## src/rtl/div_pkg.sv

```systemverilog
// Shared types and sizing helpers for the sequential restoring divider.
package div_pkg;

  // Controller states of the divider.
  typedef enum logic [1:0] {
    IDLE = 2'd0,
    RUN  = 2'd1,
    DONE = 2'd2
  } div_state_t;

  // Default divisor width used where no instance parameter is in scope.
  localparam int DIV_W_DEFAULT = 8;

  // Step counter width: must hold 0 .. 2W-1 with one bit of headroom.
  function automatic int cnt_width(input int w);
    return $clog2(2 * w) + 1;
  endfunction

  localparam int CNT_W = cnt_width(DIV_W_DEFAULT);

endpackage

```

## src/rtl/seq_div_if.sv

```systemverilog
// Operand/result bundle for seq_div: start/fin handshake plus data buses.
interface seq_div_if #(
  parameter int W = 8
) ();

  logic [2*W-1:0] N;
  logic [W-1:0]   D;
  logic           start;
  logic [2*W-1:0] Q;
  logic [W-1:0]   R;
  logic           dz;
  logic           fin;
  logic           busy;

  // Requester side: drives operands and start, observes results.
  modport master (
    output N, D, start,
    input  Q, R, dz, fin, busy
  );

  // Divider side: consumes operands, produces results and status.
  modport slave (
    input  N, D, start,
    output Q, R, dz, fin, busy
  );

endinterface

```

## src/rtl/div_step.sv

```systemverilog
// One combinational restoring-division step: shift in a dividend bit,
// trial-subtract the divisor, keep the difference if it did not go negative.
module div_step #(
  parameter int W = 8
) (
  input  logic [W-1:0] p_in,
  input  logic         bit_in,
  input  logic [W-1:0] d,
  output logic [W-1:0] p_out,
  output logic         q_bit
);

  logic [W:0] p_shift;

  // The shifted value needs W+1 bits; the kept remainder is always < d,
  // so it fits back into W bits and the top bit never needs storing.
  always_comb begin
    p_shift = {p_in, bit_in};
    q_bit   = 1'b0;
    p_out   = p_shift[W-1:0];
    if (p_shift >= {1'b0, d}) begin
      q_bit = 1'b1;
      p_out = p_shift[W-1:0] - d;
    end
  end

endmodule

```

## src/rtl/seq_div.sv

```systemverilog
// Sequential restoring divider: 2W-bit dividend / W-bit divisor, one
// quotient bit per clock, start/fin handshake, divide-by-zero flag.
module seq_div
  import div_pkg::*;
#(
  parameter int W = 8
) (
  input  logic      ck,
  input  logic      rst,
  seq_div_if.slave  bus
);

  localparam int CW = cnt_width(W);
  localparam logic [CW-1:0] LAST_CNT = CW'(2 * W - 1);

  div_state_t     state_reg, state_next;
  logic [2*W-1:0] sr_reg;     // dividend shifting out, quotient shifting in
  logic [W-1:0]   d_reg;
  logic [W-1:0]   p_reg;      // partial remainder
  logic [CW-1:0]  cnt_reg;
  logic [2*W-1:0] q_reg;
  logic [W-1:0]   r_reg;
  logic           dz_reg;

  logic [W-1:0]   p_step;
  logic           q_bit;
  logic           last_step;
  logic           fin_o;
  logic           busy_o;

  div_step #(.W(W)) u_step (
    .p_in   (p_reg),
    .bit_in (sr_reg[2*W-1]),
    .d      (d_reg),
    .p_out  (p_step),
    .q_bit  (q_bit)
  );

  assign last_step = (cnt_reg == LAST_CNT);

  // State register.
  always_ff @(posedge ck or posedge rst) begin
    if (rst) begin
      state_reg <= IDLE;
    end else begin
      state_reg <= state_next;
    end
  end

  // Next-state logic; a zero divisor skips the iteration entirely.
  always_comb begin
    state_next = state_reg;
    case (state_reg)
      IDLE: begin
        if (bus.start) begin
          state_next = (bus.D == '0) ? DONE : RUN;
        end
      end
      RUN: begin
        if (last_step) begin
          state_next = DONE;
        end
      end
      DONE:    state_next = IDLE;
      default: state_next = IDLE;
    endcase
  end

  // Status outputs decoded straight from the state.
  always_comb begin
    fin_o  = (state_reg == DONE);
    busy_o = (state_reg != IDLE);
  end

  // Datapath: operand capture on accept, one restoring step per RUN cycle,
  // results committed only when an operation completes.
  always_ff @(posedge ck or posedge rst) begin
    if (rst) begin
      sr_reg  <= '0;
      d_reg   <= '0;
      p_reg   <= '0;
      cnt_reg <= '0;
      q_reg   <= '0;
      r_reg   <= '0;
      dz_reg  <= 1'b0;
    end else begin
      case (state_reg)
        IDLE: begin
          if (bus.start) begin
            sr_reg  <= bus.N;
            d_reg   <= bus.D;
            p_reg   <= '0;
            cnt_reg <= '0;
            if (bus.D == '0) begin
              q_reg  <= '1;
              r_reg  <= bus.N[W-1:0];
              dz_reg <= 1'b1;
            end
          end
        end
        RUN: begin
          sr_reg  <= {sr_reg[2*W-2:0], q_bit};
          p_reg   <= p_step;
          cnt_reg <= cnt_reg + CW'(1);
          if (last_step) begin
            q_reg  <= {sr_reg[2*W-2:0], q_bit};
            r_reg  <= p_step;
            dz_reg <= 1'b0;
          end
        end
        default: ;
      endcase
    end
  end

  assign bus.Q    = q_reg;
  assign bus.R    = r_reg;
  assign bus.dz   = dz_reg;
  assign bus.fin  = fin_o;
  assign bus.busy = busy_o;

endmodule

```

## src/flat_wrapper.sv

```systemverilog
// flat-port wrapper written by rule: the top's interface ports become plain ports
module seq_div_flat import div_pkg::*;
#(
  parameter int W = 8
)
  (ck, rst, bus_N, bus_D, bus_start, bus_Q, bus_R, bus_dz, bus_fin, bus_busy);
  seq_div_if #(.W(W)) bus_i ();
  input  logic ck;
  input  logic rst;
  input wire logic [$bits(bus_i.N)-1:0] bus_N;
  input wire logic [$bits(bus_i.D)-1:0] bus_D;
  input wire logic [$bits(bus_i.start)-1:0] bus_start;
  output wire logic [$bits(bus_i.Q)-1:0] bus_Q;
  output wire logic [$bits(bus_i.R)-1:0] bus_R;
  output wire logic [$bits(bus_i.dz)-1:0] bus_dz;
  output wire logic [$bits(bus_i.fin)-1:0] bus_fin;
  output wire logic [$bits(bus_i.busy)-1:0] bus_busy;
  assign bus_i.N = bus_N;
  assign bus_i.D = bus_D;
  assign bus_i.start = bus_start;
  assign bus_Q = bus_i.Q;
  assign bus_R = bus_i.R;
  assign bus_dz = bus_i.dz;
  assign bus_fin = bus_i.fin;
  assign bus_busy = bus_i.busy;
  seq_div #(.W(W)) u_core (.ck(ck), .rst(rst), .bus(bus_i));
endmodule
```

## config.mk

```make
export PLATFORM = sky130hd
export DESIGN_NAME = seq_div_flat
export DESIGN_NICKNAME = d
export VERILOG_FILES = /design/src/rtl/div_pkg.sv /design/src/rtl/seq_div_if.sv /design/src/rtl/div_step.sv /design/src/rtl/seq_div.sv /design/src/flat_wrapper.sv
export SDC_FILE = /design/constraint.sdc
export NUM_CORES = 1
export LEC_CHECK = 0
export BUFFER_PORTS_ARGS = -buffer_cell sky130_fd_sc_hd__buf_2
export CORE_MARGIN = 8
export CORE_UTILIZATION = 45
export DETAILED_ROUTE_END_ITERATION = 10
export MAX_ROUTING_LAYER = met4
export PLACE_DENSITY = 0.68
export SLEW_MARGIN = 20
export SYNTH_ARGS = -nofsm -noshare
export SYNTH_HDL_FRONTEND = slang
export SYNTH_SLANG_ARGS = --single-unit
```

## constraint.sdc

```tcl
create_clock -name ck -period 3 [get_ports ck]
set_input_delay 0.15 -clock ck [delete_from_list [all_inputs] [get_ports ck]]
set_output_delay 0.15 -clock ck [all_outputs]
set_load 0.05 [all_outputs]
```

==> qor.yml <==
logic_synthesis:
  synth_top_area_frac: 0.497
  postSynth.asyncResetShare: 1.00
  syn_inst: 347
  synth_fp_nets: 385
  synth_ff_type: "dfrtp_1"
  yosysSeqAreaShare: 0.497
  yosysTopAreaCell: "dfrtp_1"
  synth_area_leaders: "dfrtp_1, nor2_1, o21ai_0"
  synth.distinct_cells: 51
  ys_warn_count: 0
  synth.cell_area_um2: 3220
  synth_seq_cells: 64
  syn_avg_cell_area_um2: 9.28
  synth_edf_count: 0
die:
  die_h_um: 101
  coreArea_um2: 7100
  dieWidth_um: 101
  rows: 31
  ioPinCount: 54
  die_area_um2: 10100
  start_util: 0.454
timing:
  clock_skew_ns: 0.00909
  max_slew_margin: 0.461
  post-route-min-period_ns: 2.37
  setup_violations: 0
  rsz0062_at_grt: "false"
  timing.fmax_ghz: 0.421
  hold_viol_final: 0
  worst_slew_pin_slew_ns: 0.808
  fin_ws_ns: 0.626
  maxSlewViolCount: 0
  fin_crit_sh: 0.791
  setup_tns_ns: 0
flow_run:
  timing.max_cap.violations: 0
clocking:
  clock_sinks: 64
  path_clk_slew_ns: 0.08
  cts_hold_buf: 0
  root_buffer: "clkbuf_8"
  clock_latency_ns: 0.35
  cts_inserted_buffers: 9
  ctsLongestPathBuffers: 2
  cts_tree: "built"
  cts_resized: 0
  postCtsSetupBuffers: 0
  cts_max_level: 3
global_route:
  grt_max_degree: 65
  grt_pass1_vias: 2606
  antenna_found_initial: 0
  grt_overflow: 0
  grt_pass1_wl_mm: 13.3
  track_usage: 0.174
route:
  wl_per_cell_um: 16.2
  drc_errors: 0
  num_vias: 2734
  routed_wl_mm: 8.18
  first_iter_violations: 186
  first_pass_iters: 5
  antenna_left: 0
  viasPerCell: 5.41
hold_path:
  hp-class: "in2async"
placed_design:
  port_buffers: 53
  hpwl_mm: 5.85
  place_ws_ns: 0.670
  gp_congestion: 0.833
final_layout:
  fin_nets: 439
  num_antenna_cells: 0
  final_common_cell: "dfrtp_1"
  fillers: 651
  final_cell_mix: "dfrtp_1, buf_2, nor2_1, o21ai_0, nand2_1"
  syn2layout_area_growth_pct: 18.1
  drive_above_1_share: 0.224
  multi_input_area_um2: 1490
  register_area_um2: 1600
power_and_ir_drop:
  clockPowerShare: 0.150
  power_mw: 5.10
  power_frac_seq: 0.313
  pwr_density_cell_nw_per_um2: 1340
  comb_power_share: 0.537
  leakage_nw: 1.77
  irDropWorstVdd_mv: 0.575
  internal-power_mw: 2.68
  p_sw_frac: 0.474
  p_switching_mw: 2.42
setup_path:
  arrival_ns: 2.59
  crit_path_end_kind: "register"
  cp.required_ns: 3.21
  crit_fanout: 26
  critPathKind: "reg2reg"
  start_kind: "register"
run_status:
  outcome: "finished, final reports clean"
[path summary, 6_finish.rpt]
path	start	end	slack, ns	cells after the start
min	rst	u_core.bus.Q[6]	0.02	3
max reg2reg	u_core.cnt_reg[0]	u_core.bus.R[1]	0.63	8
min reg2reg	u_core.bus.Q[8]	u_core.bus.Q[8]	0.51	2
max	u_core.cnt_reg[0]	u_core.bus.R[1]	0.63	8
min in group ck	bus_D[7]	u_core.d_reg[7]	0.03	3
max in group asynchronous	rst	u_core.p_reg[4]	2.43	3
[worst max-delay path: stages, from the launching register on]
cell and delay [ns]:
dfrtp_1 0.41, ha_1 0.22, and3_1 0.18, ha_1 0.19, and2_1 0.21, a31oi_2 0.43
inv_2 0.32, nor2_1 0.16, o22ai_1 0.11
[cell families after synthesis]
group | synth area share
xor+xnor | 0.0163
buf+inv | 0.0423
fa+ha+maj | 0.0451
mux | 0.0299
compound gates | 0.179
flops | 0.497
simple gates | 0.190
[synth_stat cells, drive strengths merged (7+ instances only)]
cell	count
a21oi	24
dfrtp	64
nor3	17
buf	7
clkbuf	11
ha	10
mux2i	7
nand2	29
nor2b	15
a22oi	12
inv	15
o21ai	33
nor2	48
[metrics by stage]
step           utilization  std cells  hold WS [ns]  cell area, um2
2_1_floorplan            -        347         0.267            3220
3_3_place_gp         0.507        489         0.372            3600
3_5_place_dp         0.507        489         0.375            3600
4_1_cts              0.536        505        0.0144            3800
5_1_grt              0.536        505        0.0302            3800
6_report             0.536        505        0.0230            3800
[final cells by class]
class                           instances  share of cell area
Clock buffer                           10              0.0362
Clock inverter                          6              0.0181
Inverter                               15              0.0148
Multi-Input combinational cell        250               0.392
Sequential cell                        64               0.421
Tap cell                               99              0.0326
Timing Repair Buffer                   61              0.0856
[layer usage]
metal  track usage  vias to the layer above  share of wire  routed length [um]
li1              -                     1313              -                   -
met3        0.0497                       18          0.065                 534
met5             -                        -              0                   0
met2         0.241                      102           0.45                3690
met4        0.0721                        0          0.023                 187
met1         0.231                     1301           0.46                3770
[power groups by stage]
| stage | clock network, mW | logic [mW] | registers (mW) |
|---|---|---|---|
| floorplan | 0 | 1.63 | 2.06 |
| global placement | 0 | 2.69 | 1.61 |
| detailed placement | 0 | 2.74 | 1.61 |
| CTS | 0.777 | 2.76 | 1.59 |
| global route | 0.824 | 3.01 | 1.66 |
| finish | 0.766 | 2.74 | 1.60 |
No activity file was read; power rests on OpenSTA's default activity.
